==> src/rtl/core_seq.sv <==
// core_seq: multi-cycle sequencer for the non-pipelined core.
//
// Steps each instruction through fetch, execute, an optional LSU or MUL/DIV
// wait, and writeback. It drives the IFU/LSU request handshakes and the
// MUL/DIV start strobe, and gates the RF/CSR/PC write enables.
//
// State table:
//   state   | meaning
//   --------+---------------------------------------------------------------
//   BOOT    | post-reset settle, BOOT_CYC cycles, every input ignored
//   FETCH   | ifu_req_valid high until ifu_req_ready
//   IWAIT   | wait for ifu_rsp_valid; inst_load on that cycle
//   EXEC    | branch on decode (ebreak > mem > mul/div > alu)
//   MREQ    | lsu_req_valid high until lsu_req_ready
//   MWAIT   | wait for lsu_rsp_valid
//   MDWAIT  | wait for md_done (md_start was issued once, in EXEC)
//   WB      | single cycle: pc/rf/csr/trap enables, instret += 1
//   HALT    | stopped by ebreak; sticky until reset
//
// Ports:
//   clk, rst_b                        clock, async active-low reset
//   ifu_req_valid/ready, ifu_rsp_valid, inst_load    fetch side
//   dec_*                             decoder controls (used in EXEC and WB)
//   lsu_req_valid/ready, lsu_rsp_valid               load/store side
//   md_start, md_done                 MUL/DIV handshake
//   rf_wen, csr_wen, pc_wen, trap_en  writeback enables
//   halted                            HALT indicator
//   instret                           retired-instruction counter (wraps)

module core_seq #(
    parameter int BOOT_CYC = 2,
    parameter int CNT_W    = 32
) (
    input  logic             clk,
    input  logic             rst_b,
    output logic             ifu_req_valid,
    input  logic             ifu_req_ready,
    input  logic             ifu_rsp_valid,
    output logic             inst_load,
    input  logic             dec_mem_read,
    input  logic             dec_mem_write,
    input  logic             dec_mul,
    input  logic             dec_div,
    input  logic             dec_ebreak,
    input  logic             dec_ecall,
    input  logic             dec_mret,
    input  logic             dec_rd_write,
    input  logic             dec_csr_write,
    input  logic             dec_csr_set,
    input  logic             dec_csr_clear,
    output logic             lsu_req_valid,
    input  logic             lsu_req_ready,
    input  logic             lsu_rsp_valid,
    output logic             md_start,
    input  logic             md_done,
    output logic             rf_wen,
    output logic             csr_wen,
    output logic             pc_wen,
    output logic             trap_en,
    output logic             halted,
    output logic [CNT_W-1:0] instret
);

    localparam int BW = (BOOT_CYC > 1) ? $clog2(BOOT_CYC) : 1;
    localparam logic [BW-1:0] BOOT_LAST = BW'(BOOT_CYC - 1);

    typedef enum logic [3:0] {
        S_BOOT   = 4'd0,
        S_FETCH  = 4'd1,
        S_IWAIT  = 4'd2,
        S_EXEC   = 4'd3,
        S_MREQ   = 4'd4,
        S_MWAIT  = 4'd5,
        S_MDWAIT = 4'd6,
        S_WB     = 4'd7,
        S_HALT   = 4'd8
    } state_t;

    state_t           state_q, state_d;
    logic [BW-1:0]    boot_cnt_q, boot_cnt_d;
    logic [CNT_W-1:0] instret_q, instret_d;

    always_ff @(posedge clk or negedge rst_b) begin
        if (!rst_b) begin
            state_q    <= S_BOOT;
            boot_cnt_q <= '0;
            instret_q  <= '0;
        end else begin
            state_q    <= state_d;
            boot_cnt_q <= boot_cnt_d;
            instret_q  <= instret_d;
        end
    end

    always_comb begin
        state_d       = state_q;
        boot_cnt_d    = boot_cnt_q;
        instret_d     = instret_q;
        ifu_req_valid = 1'b0;
        inst_load     = 1'b0;
        lsu_req_valid = 1'b0;
        md_start      = 1'b0;
        rf_wen        = 1'b0;
        csr_wen       = 1'b0;
        pc_wen        = 1'b0;
        trap_en       = 1'b0;
        halted        = 1'b0;

        unique case (state_q)
            S_BOOT: begin
                if (boot_cnt_q == BOOT_LAST) begin
                    state_d = S_FETCH;
                end else begin
                    boot_cnt_d = boot_cnt_q + 1'b1;
                end
            end
            S_FETCH: begin
                ifu_req_valid = 1'b1;
                // a response coincident with acceptance is not honoured
                if (ifu_req_ready) begin
                    state_d = S_IWAIT;
                end
            end
            S_IWAIT: begin
                if (ifu_rsp_valid) begin
                    inst_load = 1'b1;
                    state_d   = S_EXEC;
                end
            end
            S_EXEC: begin
                if (dec_ebreak) begin
                    state_d = S_HALT;
                end else if (dec_mem_read || dec_mem_write) begin
                    state_d = S_MREQ;
                end else if (dec_mul || dec_div) begin
                    md_start = 1'b1;
                    state_d  = S_MDWAIT;
                end else begin
                    state_d = S_WB;
                end
            end
            S_MREQ: begin
                lsu_req_valid = 1'b1;
                if (lsu_req_ready) begin
                    state_d = S_MWAIT;
                end
            end
            S_MWAIT: begin
                if (lsu_rsp_valid) begin
                    state_d = S_WB;
                end
            end
            S_MDWAIT: begin
                if (md_done) begin
                    state_d = S_WB;
                end
            end
            S_WB: begin
                pc_wen    = 1'b1;
                rf_wen    = dec_rd_write;
                csr_wen   = dec_csr_write | dec_csr_set | dec_csr_clear;
                trap_en   = dec_ecall | dec_mret;
                instret_d = instret_q + 1'b1;
                state_d   = S_FETCH;
            end
            S_HALT: begin
                halted = 1'b1;
            end
            default: begin
                state_d = S_BOOT;
            end
        endcase
    end

    assign instret = instret_q;

endmodule
==> config.mk <==
export PLATFORM = sky130hd
export DESIGN_NAME = core_seq
export DESIGN_NICKNAME = d
export VERILOG_FILES = /design/src/rtl/core_seq.sv
export SDC_FILE = /design/constraint.sdc
export NUM_CORES = 1
export LEC_CHECK = 0
export CORE_UTILIZATION = 50
export CTS_CLUSTER_SIZE = 28
export DETAILED_ROUTE_END_ITERATION = 10
export GPL_TIMING_DRIVEN = 1
export PLACE_DENSITY = 0.85
export SKIP_LAST_GASP = 1
export SLEW_MARGIN = 5
export SYNTH_ARGS = -nofsm -noshare
export SYNTH_HDL_FRONTEND = slang
export SYNTH_SLANG_ARGS = --single-unit
==> constraint.sdc <==
create_clock -name clk -period 2.2 [get_ports clk]
set_input_delay 0.33 -clock clk [delete_from_list [all_inputs] [get_ports clk]]
set_output_delay 0.33 -clock clk [all_outputs]
set_load 0.02 [all_outputs]
# Yosys cells after proc, flatten, opt, wreduce, memory -nomap -nowiden
# Index checks and enable logic that the tools add are counted.
[word_totals] reg_bits=37 latch_bits=0 mem_bits_rw=0 romBits=0 inputBits=18 elab_cells=51 memories=0
[op_classes] add_sub_neg=2 n_mul=0 div_mod_pow=0 magnitude_cmp=0 n_eq_ne=14 n_shift=0 mux=24 bitwise=4 n_reduce_logical=4
[ops] cell="case mux 4 bit (9 select lines)" n=1
[ops] cell="adder 32 x 1 -> 32 bit (second input constant)" n=1
[ops] cell="2-to-1 mux 4 bit" n=7
[ops] cell="equality test 4 x 3 -> 1 bit (second input constant)" n=4
[ops] cell="2-to-1 mux 1 bit" n=15
[ops] cell="inequality test 2 bit (second input constant)" n=6
[ops] cell="equality test 4 x 2 -> 1 bit (second input constant)" n=2
[ops] cell="AND reduction 7 bit" n=1
[ops] cell="equality test 4 x 1 -> 1 bit (second input constant)" n=1
[ops] cell="equality test 4 bit (second input constant)" n=1
[ops] cell="zero test 4 bit" n=1
[ops] cell="OR 1 bit" n=3
[ops] cell="logical OR 1 bit" n=2
[ops] cell="2-to-1 mux 2 bit" n=1
[ops] cell="adder 1 bit (second input constant)" n=1
[ops] cell="inverter 1 bit" n=1

# Depth between registers and ports, before layout
# Gate-level depths: netlist of run 1.
[depth] ltp_word=5 ltp_mapped=7 mapped_depth_nobuf=5

# Worst setup path before layout of run 1
# No wires, ideal clock.
[synth_path] path_type="register to output" start="reg state_q[3]" end="out md_start" arrival_ns=1.426 required_ns=1.870 setup_slack_ns=0.444 stages_incl_launch_ff=5 cell_sequence="dfrtp_1 buf_2 or3_4 nor4_4 nor2b_1"
[synth_via] elab_chain_len=2
[synth_rtl] element="start: declaration" line="79" source="state_t state_q, state_d;"
[synth_rtl] element="start signal: assignment" line="89" source="state_q <= state_d;"
[synth_rtl] element="equality test 4 x 2 -> 1 bit" line="109" source="unique case (state_q)"
[synth_rtl] element="2-to-1 mux 1 bit" line="109"
[synth_rtl] element="end: declaration" line="54" source="output logic md_start,"
# No other way between the ends.

# Worst setup path in the final report of run 1
[layout_path] start="reg state_q[3]" end="out csr_wen"
[layout_via] elab_chain_len=2
[layout_rtl] element="equality test 4 x 3 -> 1 bit" line="109"
[layout_rtl] element="2-to-1 mux 1 bit" line="109"
[layout_rtl] element="end: declaration" line="57" source="output logic csr_wen,"
# No other way between the ends.

==> results of run 1 <==
[state kept, by name (all words and copies together), names as in the netlist]
register    flops
boot_cnt_q      1
instret        32
state_q         4
[report_power, final]
group | total [mW] | leakage, nW | internal [mW] | switching (mW)
combinational | 0.558 | 0.698 | 0.262 | 0.297
clock | 0.564 | 0.0540 | 0.329 | 0.235
sequential | 0.794 | 0.503 | 0.736 | 0.0576
total | 1.92 | 1.25 | 1.33 | 0.589
[routing by layer]
layer  global-route usage  part of all wire
met5                    0                 0
met1                0.273              0.44
met4               0.0540            0.0069
met3               0.0670             0.050
met2                0.367              0.50
[area by class of cell]
class | instances | area (um^2) | area share
well taps | 46 | 57.6 | 0.0220
repair buffers | 63 | 626 | 0.239
clock inverters | 2 | 35.0 | 0.0134
flip-flops and latches | 37 | 926 | 0.354
inverters | 3 | 13.8 | 0.00526
clock buffers | 5 | 68.8 | 0.0263
multi-input cells | 125 | 888 | 0.340
[synth_stat cells, drive strengths merged]
master / number / area share
xnor2: 21 / 0.098
inv: 3 / 0.0074
nor2b: 1 / 0.0033
nand4b: 1 / 0.013
mux4: 1 / 0.012
nand4: 12 / 0.043
ha: 1 / 0.0067
dfrtp: 37 / 0.49
a21oi: 2 / 0.0053
o21ai: 1 / 0.0027
nor4b: 2 / 0.0094
nand2: 10 / 0.020
nor3b: 1 / 0.0040
or3: 2 / 0.0094
mux2i: 2 / 0.011
nor3: 7 / 0.019
nand3: 13 / 0.035
and4: 5 / 0.024
and3: 7 / 0.026
nor2: 14 / 0.028
nor4: 3 / 0.021
a2111oi: 1 / 0.0053
a21o: 1 / 0.0040
and2: 7 / 0.023
xor2: 10 / 0.051
buf: 7 / 0.023
[worst max-delay path, stage by stage (launching register included)]
cell and delay (ns):
dfrtp_1 0.38, buf_4 0.17, nand4b_4 0.22, nor2_1 0.13
clkdlybuf4s50_1 0.61
[cell families after synthesis]
family	count (synthesis)	synth area share
buffers and inverters	10	0.0308
AO/OA/AOI/OAI	5	0.0174
flip-flops	37	0.495
XOR/XNOR	31	0.149
multiplexers	3	0.0227
AND/OR/NAND/NOR	85	0.279
adder cells (fa/ha/maj)	1	0.00668
[cells in the final DEF, fill, tap and decap left out, types with 7 or more instances in the layout]
cell             count
clkdlybuf4s50_1     49
nor3_1               7
xnor2_1             21
dfrtp_1             37
xor2_1               9
nor2_1              14
nand3_1             13
nand2_1             10
and2_1               7
nand4_1             11
[final timing paths]
path                            start          end  slack, ns
max reg2reg                state_q[3]   instret[7]       0.44
max                        state_q[3]      csr_wen       0.08
min                             rst_b  instret[14]       0.12
min reg2reg                boot_cnt_q   boot_cnt_q       0.46
max in group asynchronous       rst_b  instret[10]       1.57
min in group clk           boot_cnt_q   boot_cnt_q       0.46
[repair_timing]
item / 4_1_cts / 5_1_grt
resized for setup: 2 / 6
endpoints found under the setup margin: 2 / 6
hold endpoints to repair: 0 / 0
[metrics by stage]
stage / worst slack (ns) / setup TNS, ns / util
CTS: 0.00339 / 0 / 0.750
global placement: -0.128 / -0.128 / 0.720
floorplan: 0.444 / 0 / -
finish: 0.0821 / 0 / 0.754
global route: 0.0141 / 0 / 0.754
detailed placement: -0.139 / -0.139 / 0.720
==> summary.md, run 1 <==
| Metric | Value |
|---|---|
| Final setup vio count | `0` |
| WP data required | `1.87 ns` |
| H-tree depth | `2` |
| Antenna Nets Post-Route | `0` |
| Max_cap viols | `0` |
| Pwr per Cell Area | `~730 nW/um^2` |
| DR iter-0 viols | `93` |
| Max Clock Skew | `0.00440 ns` |
| CP arrival | `1.79 ns` |
| Drt via density | `5.32` |
| CP startpoint kind | `register` |
| Slew margin rel. | `0.471` |
| Clock Latency Late Sink | `0.29 ns` |
| Status | `finished, final reports clean` |
| Final Non-Filler Cells | `roughly 280` |
| Ant diodes | `0` |
| CTS max path bufs | `2` |
| Hold Violations, Final | `0` |
| Layout cell share with drive strength beyond 1 | `0.0979` |
| CP Class | `register to primary output` |
| Die area | `roughly 4000 um^2` |
| Pleak | `1.25 nW` |
| First-pass GRT wire length | `6.80 mm` |
| Fmax | `472 MHz` |
| CTS tree | `yes` |
| Root Buffer | `clkbuf_8` |
| Fillers | `278` |
| RD Place Congestion | `0.797` |
| Synth Net Count | `between 150 and 200` |
| WL final | `3.92 mm` |
| Netlist cell types | `36` |
| Remaining Overflow, GRT | `0` |
| VDD IR-drop max | `0.516 mV` |
| IO Count | `59` |
| Die width | `between 60 and 70 um` |
| Clk slew on worst S/H paths | `about 0.07 ns` |
| DR WL/cell | `13.9 um` |
| Slew Limit Fails | `0` |
| Area Growth Syn to Fin | `39.7%` |
| Crit end category | `primary output` |
| Antenna violations before repair | `0` |
| Post-layout nets | `~250` |
| Die Y | `63.2 um` |
| Yosys warnings | `0` |
| Initial core utilization | `0.540` |
| Hold/Removal Path Class | `primary input to async pin` |
| Std cell rows | `21` |
| DP Cell Count | `274` |
| Core Box Area | `3470 um^2` |
| Hold WS | `0.120 ns` |
| Final Power | `between 1.5 and 2 mW` |
| Mapped Cells | `about 170` |
| Residual DRC count | `0` |
| Synth Area per Inst | `10.9 um^2` |
| Worst-Margin Slew | `0.793 ns` |
| Mapped cell area | `1870 um^2` |
| Tot GR Track Use | `0.218` |
| Unrepaired setup endpoints after global routing | `no` |
| Reg2Reg Depth | `6` |
| Tcrit/Tclk final | `0.963` |
| CTS sink cnt | `37` |
| Number of synthesized register bits | `37` |
| TritonCTS buffer count | `5` |
| Post-CTS setup buffers | `0` |
| Hpwl dp | `about 2.8 mm` |
| Seq/Total Area, Yosys | `0.495` |
| Tmin final | `2.12 ns` |
| CTS Hold Bufs | `0` |
| Largest net degree at the start of global routing | `38` |
| Vias in the first global route | `1487` |
| Finished Cell Area | `2620 um^2` |
| Routed via count | `1495` |
| Placed Instance Area | `2500 um^2` |
| First-pass DRT Iterations | `4` |
| Port-buffer cells | `58` |
| Worst-path maximum fanout | `10` |
Note: power is estimated with default switching activity, not from simulation.
==> run 2: changes to the inputs <==
--- a/config.mk
+++ b/config.mk
@@ -11,7 +11,6 @@
 export GPL_TIMING_DRIVEN = 1
 export PLACE_DENSITY = 0.85
 export SKIP_LAST_GASP = 1
-export SLEW_MARGIN = 5
 export SYNTH_ARGS = -nofsm -noshare
 export SYNTH_HDL_FRONTEND = slang
 export SYNTH_SLANG_ARGS = --single-unit
==> constraint.sdc (replaced) <==
create_clock -name clk -period 2.56 [get_ports clk]
set_input_delay 0.384 -clock clk [delete_from_list [all_inputs] [get_ports clk]]
set_output_delay 0.384 -clock clk [all_outputs]
set_load 0.02 [all_outputs]
==> run 2 against run 1 <==
Compared with the run above: worst hold slack gained 0.060 ns; die area is the same; register-to-register slack gained 0.35 ns; worst setup slack gained 0.17 ns; total power shrank 14%.
==> summary.md, run 2 (synthesis gave the netlist of run 1 again) <==
| Metric | Value |
|---|---|
| IO Count | `59 (unchanged)` |
| Antenna violations before repair | `0 (unchanged)` |
| Post-CTS setup buffers | `0 (unchanged)` |
| Slew Limit Fails | `0 (unchanged)` |
| CP startpoint kind | `register (unchanged)` |
| CTS tree | `yes (unchanged)` |
| Max incr delay on CP | `0.60 ns (was 0.61 ns)` |
| Hpwl dp | `2.78 mm (was 2.82 mm)` |
| Final Power | `1.65 mW (was 1.92 mW)` |
| Tcrit/Tclk final | `0.900` |
| Worst-Margin Slew | `0.796 ns (was 0.793 ns)` |
| DR iter-0 viols | `58 (was 93)` |
| Remaining Overflow, GRT | `0 (unchanged)` |
| Slew margin rel. | `0.469 (was 0.471)` |
| Setup TNS Final | `0 ns (unchanged)` |
| CTS Hold Bufs | `0 (unchanged)` |
| Placed Instance Area | `2480 um^2 (was 2500 um^2)` |
| Int Power | `1.15 mW (was 1.33 mW)` |
| CP Class | `register to primary output (unchanged)` |
| Die width | `63.2 um (unchanged)` |
| Core Box Area | `3470 um^2 (unchanged)` |
| Sequential share of power | `0.423 (was 0.414)` |
| Clock Latency Late Sink | `0.28 ns (was 0.29 ns)` |
| Cell type of the slowest stage on the worst timing path | `clkdlybuf4s50_1 (unchanged)` |
| Finished Cell Area | `2600 um^2 (was 2620 um^2)` |
| Crit-path cells | `buf_4 > nand4b_4 > inv_4 > and2_1 > clkdlybuf4s50_1 (was buf_4 > nand4b_4 > nor2_1 > clkdlybuf4s50_1)` |
| Drt via density | `5.30 (was 5.32)` |
| VDD IR-drop max | `0.524 mV (was 0.516 mV)` |
| Switch share | `0.304 (was 0.307)` |
| Max Clock Skew | `0.00912 ns (was 0.00440 ns)` |
| Tmin final | `2.30 ns` |
| RD Place Congestion | `0.753 (was 0.797)` |
| DR WL/cell | `13.5 um (was 13.9 um)` |
| Initial core utilization | `0.540 (unchanged)` |
| Area Growth Syn to Fin | `38.8% (was 39.7%)` |
| Std cell rows | `21 (unchanged)` |
| Crit end category | `primary output (unchanged)` |
| Hold Violations, Final | `0 (unchanged)` |
| Largest net degree at the start of global routing | `38 (unchanged)` |
| Root Buffer | `clkbuf_8 (unchanged)` |
| Die Y | `63.2 um (unchanged)` |
| Residual DRC count | `0 (unchanged)` |
| Layout cell share with drive strength beyond 1 | `0.0940 (was 0.0979)` |
| Hold/Removal Path Class | `primary input to async pin (unchanged)` |
| Routed via count | `1483 (was 1495)` |
| Port-buffer cells | `58 (unchanged)` |
| Commonest non-fill, non-tap cell in the layout | `clkdlybuf4s50_1 (unchanged)` |
| End-of-flow core utilization | `0.749 (was 0.754)` |
| Status | `finished, final reports clean (unchanged)` |
| WL final | `3.78 mm (was 3.92 mm)` |
| CP arrival | `1.92 ns (was 1.79 ns)` |
| Max_cap viols | `0 (unchanged)` |
| Final setup vio count | `0 (unchanged)` |
| P_sw | `0.502 mW (was 0.589 mW)` |
| Fmax | `434 MHz` |
| Pleak | `1.15 nW (was 1.25 nW)` |
| Post-layout nets | `252 (was 254)` |
| CTS sink cnt | `37 (unchanged)` |
| Antenna Nets Post-Route | `0 (unchanged)` |
| TritonCTS buffer count | `5 (unchanged)` |
| H-tree depth | `2 (unchanged)` |
| Clock network power share | `0.300 (was 0.294)` |
| Ant diodes | `0 (unchanged)` |
| Die area | `3990 um^2 (unchanged)` |
| Comb pwr share | `0.278 (was 0.291)` |
| Worst-path maximum fanout | `10 (unchanged)` |
| Tot GR Track Use | `0.214 (was 0.218)` |
| Max FFs per register | `32 (unchanged)` |
| Unrepaired setup endpoints after global routing | `no (unchanged)` |
| Vias in the first global route | `1430 (was 1487)` |
| CTS max path bufs | `2 (unchanged)` |
| First-pass GRT wire length | `6.74 mm (was 6.80 mm)` |
| Most frequent cells in the layout | `56 x clkdlybuf4s50_1, 36 x dfrtp_1, 21 x xnor2_1 (was 49 x clkdlybuf4s50_1, 37 x dfrtp_1, 21 x xnor2_1)` |
| WP data required | `2.18 ns (was 1.87 ns)` |
| First-pass DRT Iterations | `4 (unchanged)` |
| Pwr per Cell Area | `634 nW/um^2 (was 733 nW/um^2)` |
| Clk slew on worst S/H paths | `0.08 ns (was 0.07 ns)` |
[run 2: worst paths after layout]
kind | from | to | slack [ns] | cells after the start
setup / recovery | state_q[3] | rf_wen | 0.26 | 5
hold / removal | rst_b | instret[14] | 0.18 | 1
setup reg to reg | state_q[3] | instret[7] | 0.79 | 6
hold reg to reg | boot_cnt_q | boot_cnt_q | 0.47 | 1
max in group asynchronous | rst_b | state_q[0] | 1.82 | 1
min in group clk | boot_cnt_q | boot_cnt_q | 0.47 | 1
[run 2: layout make-up]
type / instances / area (um^2)
fillers: 260 / 870
inverters: 3 / 13.8
clock buffers: 6 / 72.6
flip-flops and latches: 37 / 927
multi-input cells: 125 / 888
well taps: 46 / 57.6
repair buffers: 61 / 601
clock inverters: 2 / 38.8
[run 2: routing by layer]
layer  part of all wire  GRT usage
met1               0.45      0.288
met2               0.49      0.349
met4             0.0019     0.0426
met3              0.048     0.0543
met5                  0          0
[run 2: critical path, delay by kind of cell (launching register included)]
kind                   cells  cell delay [ns]
buffers and inverters      3             0.91
and+or+nand+nor            2             0.35
DFF                        1             0.39
[run 2: power groups by stage]
stage	registers [mW]	clock network, mW	logic, mW
finish	0.696	0.494	0.457
global route	0.704	0.530	0.499
CTS	0.693	0.506	0.462
detailed placement	0.705	0	0.460
global placement	0.703	0	0.455
floorplan	0.710	0	0.271
[run 2: timing repair]
action	4_1_cts	5_1_grt
endpoints found under the setup margin	0	1
endpoints found under the hold margin	0	0
gates resized for setup	0	2
[run 2: stage by stage]
stage / setup WS (ns) / instances / hold WS, ns
6_report: 0.256 / 280 / 0.180
5_1_grt: 0.170 / 280 / 0.242
4_1_cts: 0.104 / 280 / 0.210
3_5_place_dp: 0.125 / 272 / 0.451
3_3_place_gp: 0.122 / 272 / 0.440
2_1_floorplan: 0.750 / 172 / 0.0884
